**src/rtl/pcileech_board_sysctl.sv**
```systemverilog
// pcileech_board_sysctl: staggered power-on reset sequencer, 64-bit tick counter and LED driver
module pcileech_board_sysctl #(
    parameter int RST_HOLD_CYCLES = 64,
    parameter int NUM_RST_OUT     = 3,
    parameter int RST_STAGGER     = 16,
    parameter int NUM_LED         = 2,
    parameter int BLINK_LOG2      = 24,
    parameter int STRETCH_CYCLES  = 4000000
) (
    input  logic                   clk,
    input  logic                   rst_n,
    output logic [63:0]            tickcount64,
    output logic [NUM_RST_OUT-1:0] rst_out,
    output logic                   rst_done,
    input  logic [2*NUM_LED-1:0]   led_mode,
    input  logic [NUM_LED-1:0]     led_act,
    input  logic [NUM_LED-1:0]     led_invert,
    output logic [NUM_LED-1:0]     led_out
);
    localparam int SW = $clog2(STRETCH_CYCLES + 1);
    localparam logic [63:0] HOLD = 64'(RST_HOLD_CYCLES);
    localparam logic [63:0] LAST = HOLD + 64'(NUM_RST_OUT - 1) * 64'(RST_STAGGER);
    localparam logic [SW-1:0] STRETCH = SW'(STRETCH_CYCLES);

    typedef enum logic [1:0] {S_HOLD, S_STAGGER, S_RUN} state_t;

    state_t                 state_q, state_d;
    logic [63:0]            tick_q, tick_d;
    logic [NUM_RST_OUT-1:0] rst_q, rst_d;
    logic [NUM_LED-1:0]     led_q, led_d;
    logic [SW-1:0]          str_q [NUM_LED];
    logic [SW-1:0]          str_d [NUM_LED];

    always_comb begin
        tick_d  = tick_q + 64'd1;
        state_d = (state_q == S_HOLD && tick_d == HOLD) ? ((LAST == HOLD) ? S_RUN : S_STAGGER) :
                  (state_q == S_STAGGER && tick_d == LAST) ? S_RUN : state_q;
        // AND with the old value keeps released resets released across a tick wrap
        for (int i = 0; i < NUM_RST_OUT; i++)
            rst_d[i] = rst_q[i] && (tick_d < HOLD + 64'(i) * 64'(RST_STAGGER));
        for (int i = 0; i < NUM_LED; i++) begin
            str_d[i] = led_act[i] ? STRETCH : (str_q[i] != '0) ? str_q[i] - SW'(1) : str_q[i];
            led_d[i] = led_invert[i] ^ (state_q == S_HOLD ||
                       (led_mode[2*i+1] ? (led_mode[2*i] ? (str_q[i] != '0) : tick_q[BLINK_LOG2])
                                        : led_mode[2*i]));
        end
    end

    always_ff @(posedge clk) begin
        if (!rst_n) begin
            tick_q  <= '0;
            state_q <= S_HOLD;
            rst_q   <= '1;
            led_q   <= '0;
            for (int i = 0; i < NUM_LED; i++) str_q[i] <= '0;
        end else begin
            tick_q  <= tick_d;
            state_q <= state_d;
            rst_q   <= rst_d;
            led_q   <= led_d;
            for (int i = 0; i < NUM_LED; i++) str_q[i] <= str_d[i];
        end
    end

    assign tickcount64 = tick_q;
    assign rst_out     = rst_q;
    assign rst_done    = state_q == S_RUN;
    assign led_out     = led_q;
endmodule

```
**config.mk**
```make
export PLATFORM = sky130hd
export DESIGN_NAME = pcileech_board_sysctl
export DESIGN_NICKNAME = d
export VERILOG_FILES = /design/src/rtl/pcileech_board_sysctl.sv
export SDC_FILE = /design/constraint.sdc
export NUM_CORES = 1
export LEC_CHECK = 0
export BUFFER_PORTS_ARGS = -buffer_cell sky130_fd_sc_hd__buf_2
export CAP_MARGIN = 15
export CORE_MARGIN = 2
export CORE_UTILIZATION = 35
export DETAILED_ROUTE_END_ITERATION = 10
export PLACE_DENSITY = 0.62
export SYNTH_ARGS = -nofsm -noshare
export SYNTH_HDL_FRONTEND = slang
export SYNTH_SLANG_ARGS = --single-unit
```
**constraint.sdc**
```tcl
create_clock -name clk -period 3.7 [get_ports clk]
set_input_delay 0 -clock clk [delete_from_list [all_inputs] [get_ports clk]]
set_output_delay 0 -clock clk [all_outputs]
set_load 0.02 [all_outputs]
```
======== Word-level counts from Yosys, hierarchy flattened ========
Memory sizes are Yosys's and may differ from the RTL's.
Cells that the tools add are included.
storage, ports and cells
  register bits ........................... 71
  RAM bits ................................ 44
  input bits .............................. 10
  output and inout bits ................... 70
  memories ................................ 1
memories
  memory  depth  bits a word  read ports  clocked after memory_dff  wr ports  line  RTL
  str_q   2      22           2           0                         2         31    logic [SW-1:0] str_q [NUM_LED];
operators by class
  $add $sub $neg .......................... 3
  order comparisons ....................... 3
  equal/unequal tests ..................... 4
  multiplexer cells ....................... 14
  bitwise gates (word level) .............. 5
  reductions and logical operators ........ 12
operators with widths
  kind                     number
  $lt A64 B7 Y1 const B    3
  $mux W22                 6
  $eq A64 B7 Y1 const B    2
  $add A64 B1 Y64 const B  1
  $reduce_bool A22 Y1      2
  $sub A22 B1 Y22 const B  2
  $mux W1                  8
  $logic_and A1 B1 Y1      5
  $eq A2 B1 Y1 const B     1
  $eq A2 B2 Y1 const B     1
  $logic_not A2 Y1         1
  $logic_or A1 B1 Y1       2
  $or A1 B1 Y1             2
  $reduce_bool A2 Y1       1
  $reduce_or A2 Y1         1
  $xor A1 B1 Y1            2
  $not A1 Y1               1

======== Depth between registers and ports, before layout ========
An unclocked memory read counts as a cell.
  depth after elaboration ................. 6
  mapped depth ............................ 12

======== Worst setup path before layout ========
No wires, ideal clock.
  path type ............................... register -> register
  start ................................... register tick_q[0], in the netlist tickcount64[0]
  end ..................................... register state_q[0]
  setup time .............................. 0.074 ns
  data arrival time ....................... 3.368 ns
  data required time ...................... 3.626 ns
  setup slack ............................. 0.258 ns
  cell stages (with the launch flop) ...... 12
  buffers on the path ..................... 1
  period minus slack after synthesis ...... 3.442 ns
  cells stage by stage .................... dfxtp_1 > ha_1 > and3_1 > clkbuf_1 > nand2_1 > or4_1 > nor4_2 > mux2_2 > o21ai_0 > nand4_1 > or4_1 > o21ai_0
on the way
  cells in the longest elaborated chain, start to end .. 4
  elaborated cells on any way between the ends .. 7
  those cells by class .................... 1 x add/sub; 2 x eq/ne; 1 x mux; 3 x reduce/logical
ends and longest elaborated chain
  what                                           line    RTL
  from (decl)                                    28      logic [63:0] tick_q, tick_d;
  from (signal assigned)                         57      tick_q <= tick_d;
  $add A64 B1 Y64 (*)                            35      tick_d = tick_q + 64'd1;
  $eq A64 B7 Y1 (on tied branches)               36, 37
  $logic_and A1 B1 Y1 (on tied branches)         36, 37
  $mux W1 or $reduce_bool A2 Y1 (tied branches)  -
  to (signal assigned)                           58      state_q <= state_d;
  to (decl)                                      27      state_t state_q, state_d;
Mark *: on every way between the ends. The rest lies on a longest branch, timed or not.
A chain may end at the register's enable or synchronous reset.

======== Worst setup path in the final report ========
  start ................................... register tick_q[27], in the netlist tickcount64[27]
  end ..................................... register state_q[0]
The elaborated chain is that of the path after synthesis.

==> flow_metrics.tcl <==
set metrics [dict create \
    synth-seq-cells 115 \
    cts_buffers 17 \
    grtUsageTotal 0.185 \
    dp_cells 1044 \
    h-tree-depth 4 \
    hold_path_class "input pin to flop" \
    cts.reportedPaths.clkPinSlew_ns 0.05 \
    final_common_cell "dfxtp_1" \
    p_sw_mw 0.760 \
    cp_max_fo 8 \
    wirelength_um 16600 \
    synth_nets 764 \
    slew_headroom 0.501 \
    yosys_warnings 0 \
    fin_skew_ns 0.0101 \
    status "finished, final reports clean" \
    std_cell_rows 48 \
    layout.nets 856 \
    p_clk_frac 0.502 \
    die_area_um2 19000 \
    firstDrtPassIters 5 \
    post_cts_buffers 0 \
    tightest_slew_ns 0.741 \
    ir_drop_uv 363 \
    vias 5758 \
    clock-sinks 115 \
    grt_pass1_wl_um 27200 \
    wl_per_cell_um 15.4 \
    seqPwrFrac 0.410 \
    intPower_mw 2.49 \
    whs_ns 0.117 \
    num-fill-cells 1755 \
    path_class "flop to flop" \
    clock_latency_ns 0.42 \
    synthFlopType "dfxtp_1" \
    synth_area_um2 6260 \
    cts_root_buf "clkbuf_16" \
    grt_max_degree 46 \
    core-area_um2 17400 \
    drc 0 \
    io_pins 80 \
    fmax_mhz 283 \
    area_delta_synth_final_pct 22.0 \
    p_leak_nw 3.01 \
    period_needed_ns 3.54 \
    placedInstanceArea_um2 7000 \
    synth_edf_count 0 \
    design_area_um2 7630 \
    initial_core_util 0.359 \
    n_antenna_cell 0 \
    p_per_area_nw_per_um2 425 \
    synth.avg_cell_area_um2 8.34 \
    critPathLaunchType "flop" \
    swShare 0.234 \
    via_per_inst 5.33 \
    ys_seq_area_frac 0.368 \
    cp.arrival_ns 3.89 \
    end_kind "flop" \
    fin_crit_sh 0.956 \
    setup_violations 0 \
    drtIter0Drc 526 \
    drv_cap 0 \
    multi_input_area_um2 3750 \
    antenna_left 0 \
    async_reset_ff_frac 0 \
    gr-total-overflow 0 \
    final_cells 1080 \
    cts_tree "done" \
    power_mw 3.25 \
    synthDistinctLibCells 61 \
    clockBufferDepth 2 \
    hold_violations 0 \
    seqCellArea_um2 2300 \
    globalplace.congestion 0.909 \
    report.final.slew_viol_count 0 \
    cp.required_ns 4.05 \
    die_w_um 138 \
    final_cell_mix "dfxtp_1 (115), buf_2 (79), nor2_1 (58)" \
    layout-drive-gt1-share 0.187 \
    grt_pass1_vias 5204 \
    p_comb_frac 0.088 \
    die_h_um 138 \
    synthCells 750 \
    antenna_found_initial 0 \
    port_buffers 79 \
    hpwl_um 12300 \
]
[area by class of cell]
class,count,area share
clock buffers,21,0.0590
clock inverters,11,0.0177
repair buffers,116,0.0895
flip-flops and latches,115,0.302
well taps,225,0.0369
inverters,9,0.00442
multi-input cells,583,0.491
[state kept, by name (all words and copies together) (netlist names)]
| register | cells |
|---|---|
| led_out | 2 |
| rst_out | 3 |
| state_q | 2 |
| str_q | 44 |
| tickcount64 | 64 |
[logic make-up (layout without fill, tap and decap cells)]
family | after synthesis | after routing | synth area share
simple gates | 390 | 390 | 0.351
flops | 115 | 115 | 0.368
xor+xnor | 98 | 98 | 0.137
compound gates | 80 | 80 | 0.0822
buf+inv | 52 | 157 | 0.0350
mux | 11 | 11 | 0.0188
fa+ha+maj | 4 | 4 | 0.00800
[Yosys cell counts, types with 17 or more instances]
master	n	share of area
nand3_1	37	0.030
dfxtp_1	115	0.37
nand4_1	38	0.038
and2_1	45	0.045
nor4_1	34	0.034
xnor2_1	48	0.067
nor2b_1	23	0.023
o21ai_0	19	0.015
xor2_1	50	0.070
nor3_1	33	0.026
o21a_1	17	0.020
nand2_1	44	0.026
nor2_1	58	0.035
clkbuf_1	31	0.019
or3_1	17	0.017
[power groups by stage]
stage / sequential, mW / combinational [mW] / clock, mW
5_1_grt: 1.34 / 0.327 / 1.73
3_3_place_gp: 1.36 / 0.281 / 0
3_5_place_dp: 1.36 / 0.282 / 0
6_report: 1.33 / 0.285 / 1.63
2_1_floorplan: 1.35 / 0.226 / 0
4_1_cts: 1.33 / 0.288 / 1.66
[metrics by stage]
| stage | worst slack [ns] | TNS, ns | util |
|---|---|---|---|
| 3_5_place_dp | 0.254 | 0 | 0.402 |
| 3_3_place_gp | 0.369 | 0 | 0.402 |
| 4_1_cts | 0.235 | 0 | 0.438 |
| 2_1_floorplan | 0.258 | 0 | - |
| 6_report | 0.163 | 0 | 0.438 |
| 5_1_grt | -0.00646 | -0.00646 | 0.438 |
[repair_timing]
item                       CTS  global route
resized for setup            0             2
hold endpoints to repair    16             0
hold buffers                 4             0
setup endpoints to repair    0             2
[path summary, 6_finish.rpt]
check	from	to	slack (ns)	cells past startpoint
setup / recovery	tickcount64[27]$_SDFF_PN0_	state_q[0]$_SDFFE_PN0P_	0.16	9
hold / removal	led_mode[0]	led_out[0]$_SDFF_PN0_	0.12	5
setup reg to reg	tickcount64[27]$_SDFF_PN0_	state_q[0]$_SDFFE_PN0P_	0.16	9
hold reg to reg	str_q[0][12]$_SDFFE_PP0P_	str_q[0][12]$_SDFFE_PP0P_	0.47	2
[routing by layer]
| metal | part of all wire | GRT usage | up-vias |
|---|---|---|---|
| met2 | 0.42 | 0.264 | 194 |
| met1 | 0.49 | 0.261 | 2676 |
| met4 | 0.020 | 0.0805 | 0 |
| li1 | - | - | 2863 |
| met3 | 0.074 | 0.0478 | 25 |
| met5 | 0 | 0 | - |
[worst max-delay path, cell delays in order, from the launching register on]
cell and delay [ns]:
dfxtp_1 0.46, nand3_1 0.19, or4_1 0.72, or4_4 0.62, nor3_1 0.27, xnor2_1 0.19, and4b_1 0.22, nand4_1 0.17
or4_1 0.55, o21ai_0 0.08
(Power assumes the default switching activity.)
